<file path="config.mk">
export PLATFORM = sky130hd
export DESIGN_NAME = iterative_magnitude_comparator
export DESIGN_NICKNAME = d
export VERILOG_FILES = /design/src/rtl/iterative_magnitude_comparator.sv
export SDC_FILE = /design/constraint.sdc
export NUM_CORES = 1
export LEC_CHECK = 0
export CAP_MARGIN = 0
export CELL_PAD_IN_SITES_DETAIL_PLACEMENT = 0
export CELL_PAD_IN_SITES_GLOBAL_PLACEMENT = 1
export CORE_UTILIZATION = 35
export CTS_CLUSTER_DIAMETER = 80
export CTS_CLUSTER_SIZE = 24
export DETAILED_ROUTE_END_ITERATION = 8
export PLACE_DENSITY = 0.79
export SYNTH_ARGS = -nofsm -noshare
export SYNTH_HDL_FRONTEND = slang
export SYNTH_SLANG_ARGS = --single-unit
</file>
<file path="constraint.sdc">
create_clock -name clock -period 1.9 [get_ports clock]
set_clock_uncertainty 0.15 [all_clocks]
set_input_delay 0.57 -clock clock [delete_from_list [all_inputs] [get_ports clock]]
set_output_delay 0.57 -clock clock [all_outputs]
set_load 0.01 [all_outputs]
</file>
<file path="src/rtl/iterative_magnitude_comparator.sv">
`default_nettype none
// ============================================================================
// Module   : iterative_magnitude_comparator
// Purpose  : Multi-cycle magnitude compare, CHUNK bits per clock, MSB first,
//            stopping at the first differing chunk.
// Revision : 1.0
// ============================================================================
module iterative_magnitude_comparator #(
  parameter int WIDTH     = 32,
  parameter int CHUNK     = 8,
  parameter bit SIGNED_EN = 1'b1
) (
  input  logic             clock,
  input  logic             reset_n,
  input  logic             start,
  input  logic             signed_mode,
  input  logic [WIDTH-1:0] a,
  input  logic [WIDTH-1:0] b,
  output logic             ready,
  output logic             done,
  output logic             not_equal,
  output logic             less_than,
  output logic             greater_than
);

  localparam int NCHUNK = WIDTH / CHUNK;
  localparam int IDXW   = (NCHUNK > 1) ? $clog2(NCHUNK) : 1;
  localparam logic [IDXW-1:0] c_last_idx = IDXW'(NCHUNK - 1);

  typedef enum logic [0:0] {
    IDLE    = 1'b0,
    COMPARE = 1'b1
  } state_t;

  state_t           r_state;
  logic [WIDTH-1:0] r_a;
  logic [WIDTH-1:0] r_b;
  logic [IDXW-1:0]  r_idx;
  logic             r_done;
  logic             r_ne;
  logic             r_lt;
  logic             r_gt;

  logic             w_eff_signed;
  logic [WIDTH-1:0] w_bias;
  logic [CHUNK-1:0] w_a_chunk;
  logic [CHUNK-1:0] w_b_chunk;

  assign w_eff_signed = signed_mode & SIGNED_EN;

  // Flipping the sign bit maps two's-complement order onto unsigned order.
  always_comb begin
    w_bias            = '0;
    w_bias[WIDTH-1]   = w_eff_signed;
  end

  // Operands shift left each step, so the chunk under test is always the top one.
  assign w_a_chunk = r_a[WIDTH-1 -: CHUNK];
  assign w_b_chunk = r_b[WIDTH-1 -: CHUNK];

  always_ff @(posedge clock or negedge reset_n) begin
    if (!reset_n) begin
      r_state <= IDLE;
      r_a     <= '0;
      r_b     <= '0;
      r_idx   <= '0;
      r_done  <= 1'b0;
      r_ne    <= 1'b0;
      r_lt    <= 1'b0;
      r_gt    <= 1'b0;
    end else begin
      r_done <= 1'b0;
      case (r_state)
        IDLE: begin
          if (start) begin
            r_a     <= a ^ w_bias;
            r_b     <= b ^ w_bias;
            r_idx   <= c_last_idx;
            r_state <= COMPARE;
          end
        end
        COMPARE: begin
          if (w_a_chunk != w_b_chunk) begin
            r_ne    <= 1'b1;
            r_lt    <= (w_a_chunk < w_b_chunk);
            r_gt    <= !(w_a_chunk < w_b_chunk);
            r_done  <= 1'b1;
            r_state <= IDLE;
          end else if (r_idx == '0) begin
            r_ne    <= 1'b0;
            r_lt    <= 1'b0;
            r_gt    <= 1'b0;
            r_done  <= 1'b1;
            r_state <= IDLE;
          end else begin
            r_a   <= r_a << CHUNK;
            r_b   <= r_b << CHUNK;
            r_idx <= r_idx - 1'b1;
          end
        end
        default: r_state <= IDLE;
      endcase
    end
  end

  assign ready        = (r_state == IDLE);
  assign done         = r_done;
  assign not_equal    = r_ne;
  assign less_than    = r_lt;
  assign greater_than = r_gt;

endmodule
`default_nettype wire
</file>
==> results.tsv, run 1 <==
metric	value	unit
synth_area_leaders	dfrtp_1, o22ai_2, nor2_1	
yosysMostFrequentCell	nor2_1	
cp-end-kind	register	
cts_tree	built	
area_growth	53.8	%
reg2regPathDepth	6	
fin_crit	2.06	ns
powerDensity	862	nW/um^2
fin_crit_sh	108	%
critPathRequiredTime	1.97	ns
path_max_fanout	25	
die_area	9890	um^2
stdcell_area	5110	um^2
power_leakage	0.00209	uW
initial_core_util	36.0	%
synth_cell_types	31	
antenna_found_initial	0	
hp-class	input pin to async pin	
diodes	0	
async_reset_ff_share	100	%
startpoint_type	register	
io_pins	73	
clock_latency	0.34	ns
maxCapViolCount	0	
finalWorstSetupSlack	-0.156	ns
slew_viol_final	0	
rsz0062_at_grt	true	
slew_headroom	72.0	%
die_w	99.4	um
dp_hpwl	5680	um
placed_cell_area	4510	um^2
cts_made_buffers	9	
fmax	486	MHz
power	4400	uW
core	9240	um^2
synth-main-ff-cell	dfrtp_1	
synthesis.nets	404	
die-height	99.4	um
max_stage_delay	0.56	ns
status	finished with violations	
hold_violations	0	
stdcell_count	562	
yosysSeqAreaShare	53.5	%
violations	negative setup slack	
viasPerCell	4.85	
post-route-drc-count	0	
timing.rr.start	r_a[26]	
drtAntennaViolNets	0	
wl_per_cell	15.6	um
ys.warnings.count	0	
syn_area_per_cell	10.2	um^2
dr.pass1.iters	4	
gp_congestion	0.793	
yosysTopAreaCellShare	53.5	%
wirelength	8750	um
nNetsFinal	506	
grt_util_all_layers	18.1	%
path_cells	ha_4 > nand4_4 > or4_4 > buf_12 > o22ai_2 > nor2_1	
worstMarginPinSlew	0.420	ns
grt_pass1_wl	13700	um
cp-endpoint	r_a[26]	
path_class	register to register	
critPathSlowestCell	or4_4	
reg2reg_slack	-0.16	ns
drive_above_1_share	30.5	%
cts_root_buf	clkbuf_8	
cts_sinks	71	
setup_viol	51	
synth_cells	327	
cts_max_level	3	
yosysTopAreaCell	dfrtp_1	
synth_seq_cells	71	
arrival	2.13	ns
utilization	55.3	%
vias	2728	
ir_drop	435	uV
synthTopCellsByCount	nor2_1, dfrtp_1, nand2_1	
reg2reg_to	r_a[26]	
dp.cells	538	
grt_pass1_vias	2744	
gr-total-overflow	0	
path_clk_slew	0.07	ns
rows	35	
ctsLongestPathBuffers	2	
drt_iter0_drc	113	
grt_max_degree	32	
synth_edf_count	0	
postCtsHoldBufs	0	
port_buffers	72	
syn-cell-area	3320	um^2
startpoint	r_a[26]	
[critical path: cells and delay by family (launching register included)]
kind | cells | cell delay, ns
flip-flops | 1 | 0.41
buffers and inverters | 1 | 0.21
AND/OR/NAND/NOR | 3 | 0.72
AO/OA/AOI/OAI | 1 | 0.14
adder cells (fa/ha/maj) | 1 | 0.29
[per-layer routing]
metal	track usage, %	vias to the layer above	routed length (um)	share of wire [%]
met5	0	-	0	0
met4	4.86	0	93	1.1
met3	4.15	7	306	3.5
met2	29.8	53	4410	50
met1	24.0	1329	3930	45
li1	-	1339	-	-
[layout by cell type (no fill, tap or decap), types with 9 or more instances in the layout]
master / count
buf_4: 21
clkbuf_8: 10
clkdlybuf4s50_1: 66
dfrtp_1: 71
inv_1: 9
nand2_1: 38
nor2_1: 78
o21ai_0: 11
o21ai_2: 9
o22ai_2: 44
[final cells by class]
| class | count | area [um^2] |
|---|---|---|
| Fill cell | 810 | 4130 |
| Sequential cell | 71 | 1780 |
| Multi-Input combinational cell | 224 | 1690 |
| Timing Repair Buffer | 112 | 1230 |
| Tap cell | 129 | 161 |
| Clock buffer | 11 | 141 |
| Clock inverter | 4 | 70.1 |
| Inverter | 11 | 43.8 |
[report_power, final]
| part | internal, uW | switching [uW] | total, uW | leakage (uW) |
|---|---|---|---|---|
| combinational | 655 | 520 | 1170 | 0.00118 |
| clock | 764 | 534 | 1300 | 0.000109 |
| sequential | 1760 | 174 | 1930 | 0.000803 |
[cell families after synthesis]
logic type | Yosys count | synth area share [%]
DFF | 71 | 53.5
and+or+nand+nor | 128 | 16.3
buffers and inverters | 32 | 4.93
xor gates and xnor gates | 2 | 0.527
AOI/OAI and AO/OA | 85 | 21.4
adders and majority gates | 9 | 3.39
[worst min path at each step]
stage	to	slack, ns	cells past startpoint
final	r_b[28]	0.004	1
after global placement	r_idx[0]	0.30	1
after floorplan	done	0.12	0
after detailed placement	not_equal	0.31	2
after global routing	r_b[28]	0.01	1
after CTS	r_b[28]	0.01	1
[flip-flops by register name (all words and copies together), names as in the netlist]
name,cells
r_idx,2
done,1
not_equal,1
r_a,32
greater_than,1
r_b,32
less_than,1
r_state,1
[what timing repair did]
action	in CTS	in global routing
endpoints found under the setup margin	72	67
pin swaps	6	8
resized for setup	36	32
cloned	3	2
buffers inserted	3	1
endpoints found under the hold margin	0	0
[stage by stage]
step	setup WS [ns]	TNS, ns	hold WS (ns)
floorplan	-0.0942	-3.58	0.124
global placement	-0.0974	-2.80	0.303
detailed placement	-0.137	-4.91	0.314
CTS	-0.128	-3.53	0.00975
global route	-0.198	-7.44	0.0138
finish	-0.156	-4.55	0.00367
No activity file was read; power rests on OpenSTA's default activity.
==> inputs of run 2 (changes only) <==
--- a/config.mk
+++ b/config.mk
@@ -6,13 +6,12 @@
 export NUM_CORES = 1
 export LEC_CHECK = 0
 export CAP_MARGIN = 0
-export CELL_PAD_IN_SITES_DETAIL_PLACEMENT = 0
-export CELL_PAD_IN_SITES_GLOBAL_PLACEMENT = 1
-export CORE_UTILIZATION = 35
+export CORE_UTILIZATION = 45
+export CTS_BUF_LIST = sky130_fd_sc_hd__clkbuf_8
 export CTS_CLUSTER_DIAMETER = 80
 export CTS_CLUSTER_SIZE = 24
 export DETAILED_ROUTE_END_ITERATION = 8
-export PLACE_DENSITY = 0.79
+export PLACE_DENSITY = 0.78
 export SYNTH_ARGS = -nofsm -noshare
 export SYNTH_HDL_FRONTEND = slang
 export SYNTH_SLANG_ARGS = --single-unit
==> run 2 against run 1 <==
  * The flow still finishes with violations (negative setup slack)
  * Critical path type unchanged
  * Register-to-register slack got worse by 0.09 ns
  * Hold slack better by 0.33 ns
  * Routed wire length up 11%
  * Die area fell by 22%
  * Maximum frequency down 4.2%
  * Sequential cell count stayed put
  * Global-route usage increased by 7.3 points
  * Final cell count shrank 5.2%
  * Clock power rose by 12%
  * Worst setup slack worse by 0.090 ns
  * Sequential share of layout area down 0.13 points
  * Largest power group unchanged
==> results.tsv, run 2 (synthesis gave the netlist of run 1 again) <==
metric	value	unit	change
rows	30		-14%
diodes	0		unchanged
grt_pass1_vias	2975		+8.4%
fmax	466	MHz	-4.2%
top_regs	r_a (32), r_b (32), r_idx (2)		
finalWorstSetupSlack	-0.246	ns	-0.0904 ns
crit_top_cell	nor2_1		
rsz0062_at_grt	true		
wirelength	9660	um	+11%
powerDensity	898	nW/um^2	+4.3%
die_w	87.9	um	-12%
arrival	2.26	ns	+0.13 ns
wl_per_cell	18.1	um	+17%
path_max_fanout	7		-72%
viasPerCell	5.33		+9.9%
violations	negative setup slack		
ir_drop	517	uV	+19%
drtAntennaViolNets	0		unchanged
min_path_cells	2		
clock_latency	0.35	ns	about the same
dp_hpwl	5640	um	-0.84%
die-height	87.9	um	-12%
path_class	register to register		
hold_violations	0		unchanged
cts_made_buffers	9		unchanged
cts_max_level	3		unchanged
gr-total-overflow	0		unchanged
area_growth	54.4	%	
reg2regPathDepth	8		+2
vias	2843		+4.2%
antenna_found_initial	0		unchanged
grt_max_degree	34		+6.3%
maxCapViolCount	0		unchanged
cts_sinks	71		unchanged
status	finished with violations		
startpoint_type	register		
port_buffers	72		unchanged
ctsLongestPathBuffers	2		unchanged
path_clk_slew	0.07	ns	about the same
fin_crit_sh	113	%	+4.8 points
drive_above_1_share	32.0	%	+1.6 points
max_stage_delay	0.42	ns	-0.14 ns
worstMarginPinSlew	0.317	ns	-0.103 ns
grt_pass1_wl	14200	um	+4.2%
grt_util_all_layers	25.4	%	+7.3 points
power_leakage	0.00215	uW	+2.9%
hp-class	register to register		
utilization	73.9	%	+19 points
gp_congestion	0.817		+3.1%
cts_tree	built		
post-route-drc-count	0		unchanged
cts_root_buf	clkbuf_8		
io_pins	73		unchanged
path_cells	ha_4 > nand4_4 > buf_4 > o41ai_4 > buf_6 > buf_12 > nor2_1 > nor2_1		
cp-end-kind	register		
pre_cts_slack	-0.127	ns	+0.00918 ns
power	4610	uW	+4.6%
final_cell_mix	nor2_1, dfrtp_1, clkdlybuf4s50_1		
tns	-7.35	ns	-2.80 ns
slew_viol_final	0		unchanged
slew_headroom	78.9	%	+6.9 points
critPathRequiredTime	2.01	ns	+0.04 ns
fin_crit	2.15	ns	+0.0904 ns
nNetsFinal	509		+0.59%
core	6940	um^2	-25%
setup_viol	51		unchanged
critPathSlowestCell	dfrtp_1		
drt_iter0_drc	114		+0.88%
dr.pass1.iters	5		+1
die_area	7730	um^2	-22%
initial_core_util	47.9	%	+12 points
layout_commonest_cell	nor2_1		
-- run 2: changes by cell type in the layout (fill, tap and decap cells not counted), moves of 2 or more --
| cell | previous run | this run |
|---|---|---|
| buf_16 | 3 | 0 |
| ha_1 | 1 | 3 |
| o21ai_0 | 11 | 2 |
| clkinv_2 | 2 | 0 |
| buf_12 | 8 | 10 |
| nor2_4 | 2 | 0 |
| ha_4 | 8 | 6 |
| inv_2 | 1 | 3 |
| o21ai_2 | 9 | 17 |
| clkbuf_16 | 1 | 3 |
| nor2_1 | 78 | 80 |
-- run 2: routing by layer --
metal  vias up  track usage, %  part of all wire (%)
met5         -               0                     0
met4         0            9.99                   2.6
met3        19            6.79                   4.1
met2        82            43.8                    52
met1      1402            30.2                    41
li1       1340               -                     -
-- run 2: repair_timing --
item | CTS | global route
gates cloned | 3 | 4
endpoints found under the hold margin | 20 | 0
gates resized for setup | 45 | 36
hold buffers | 1 | 0
pin swaps | 9 | 14
buffers inserted | 3 | 2
setup endpoints to repair | 72 | 69
-- run 2: path summary, 6_finish.rpt --
path / start / to / slack, ns
worst min-delay path: not_equal / not_equal / 0.34
max in group asynchronous: reset_n / r_a[0] / 0.64
worst max register to register: r_a[26] / r_a[26] / -0.25
worst max-delay path: r_a[26] / r_a[26] / -0.25
min in group asynchronous: reset_n / r_b[22] / 0.51
worst min register to register: not_equal / not_equal / 0.34
-- run 2: where the power goes --
part / switching (uW) / leakage, uW / internal [uW]
clock network: 570 / 0.000130 / 895
logic: 550 / 0.00122 / 653
registers: 184 / 0.000803 / 1760
total: 1300 / 0.00215 / 3300
-- run 2: critical path: cells and delay by family, from the launching register on --
kind	cells	cell delay, ns
fa+ha+maj	1	0.30
buf+inv	3	0.53
simple gates	3	0.35
flops	1	0.42
compound gates	1	0.29
-- run 2: layout make-up --
cell class                      count  area, um^2
Timing Repair Buffer              115        1270
Multi-Input combinational cell    224        1680
Sequential cell                    71        1780
Fill cell                         446        1810
Tap cell                           96         120
Inverter                           11        43.8
Clock inverter                      6         101
Clock buffer                       10         138
-- run 2: stage by stage --
| stage | hold WS (ns) | std cells | area [um^2] |
|---|---|---|---|
| final | 0.337 | 533 | 5130 |
| after global routing | 0.385 | 533 | 5130 |
| after CTS | 0.350 | 527 | 4940 |
| after detailed placement | 0.324 | 504 | 4470 |
| after global placement | 0.307 | 504 | 4470 |
| after floorplan | 0.124 | 327 | 3420 |
==> inputs of run 3 (changes only) <==
--- a/config.mk
+++ b/config.mk
@@ -5,6 +5,7 @@
 export SDC_FILE = /design/constraint.sdc
 export NUM_CORES = 1
 export LEC_CHECK = 0
+export ABC_CLOCK_PERIOD_IN_PS = 1900
 export CAP_MARGIN = 0
 export CORE_UTILIZATION = 45
 export CTS_BUF_LIST = sky130_fd_sc_hd__clkbuf_8
==> results of run 3 <==
The final DEF is identical to that of run 2; final timing and power are the same.
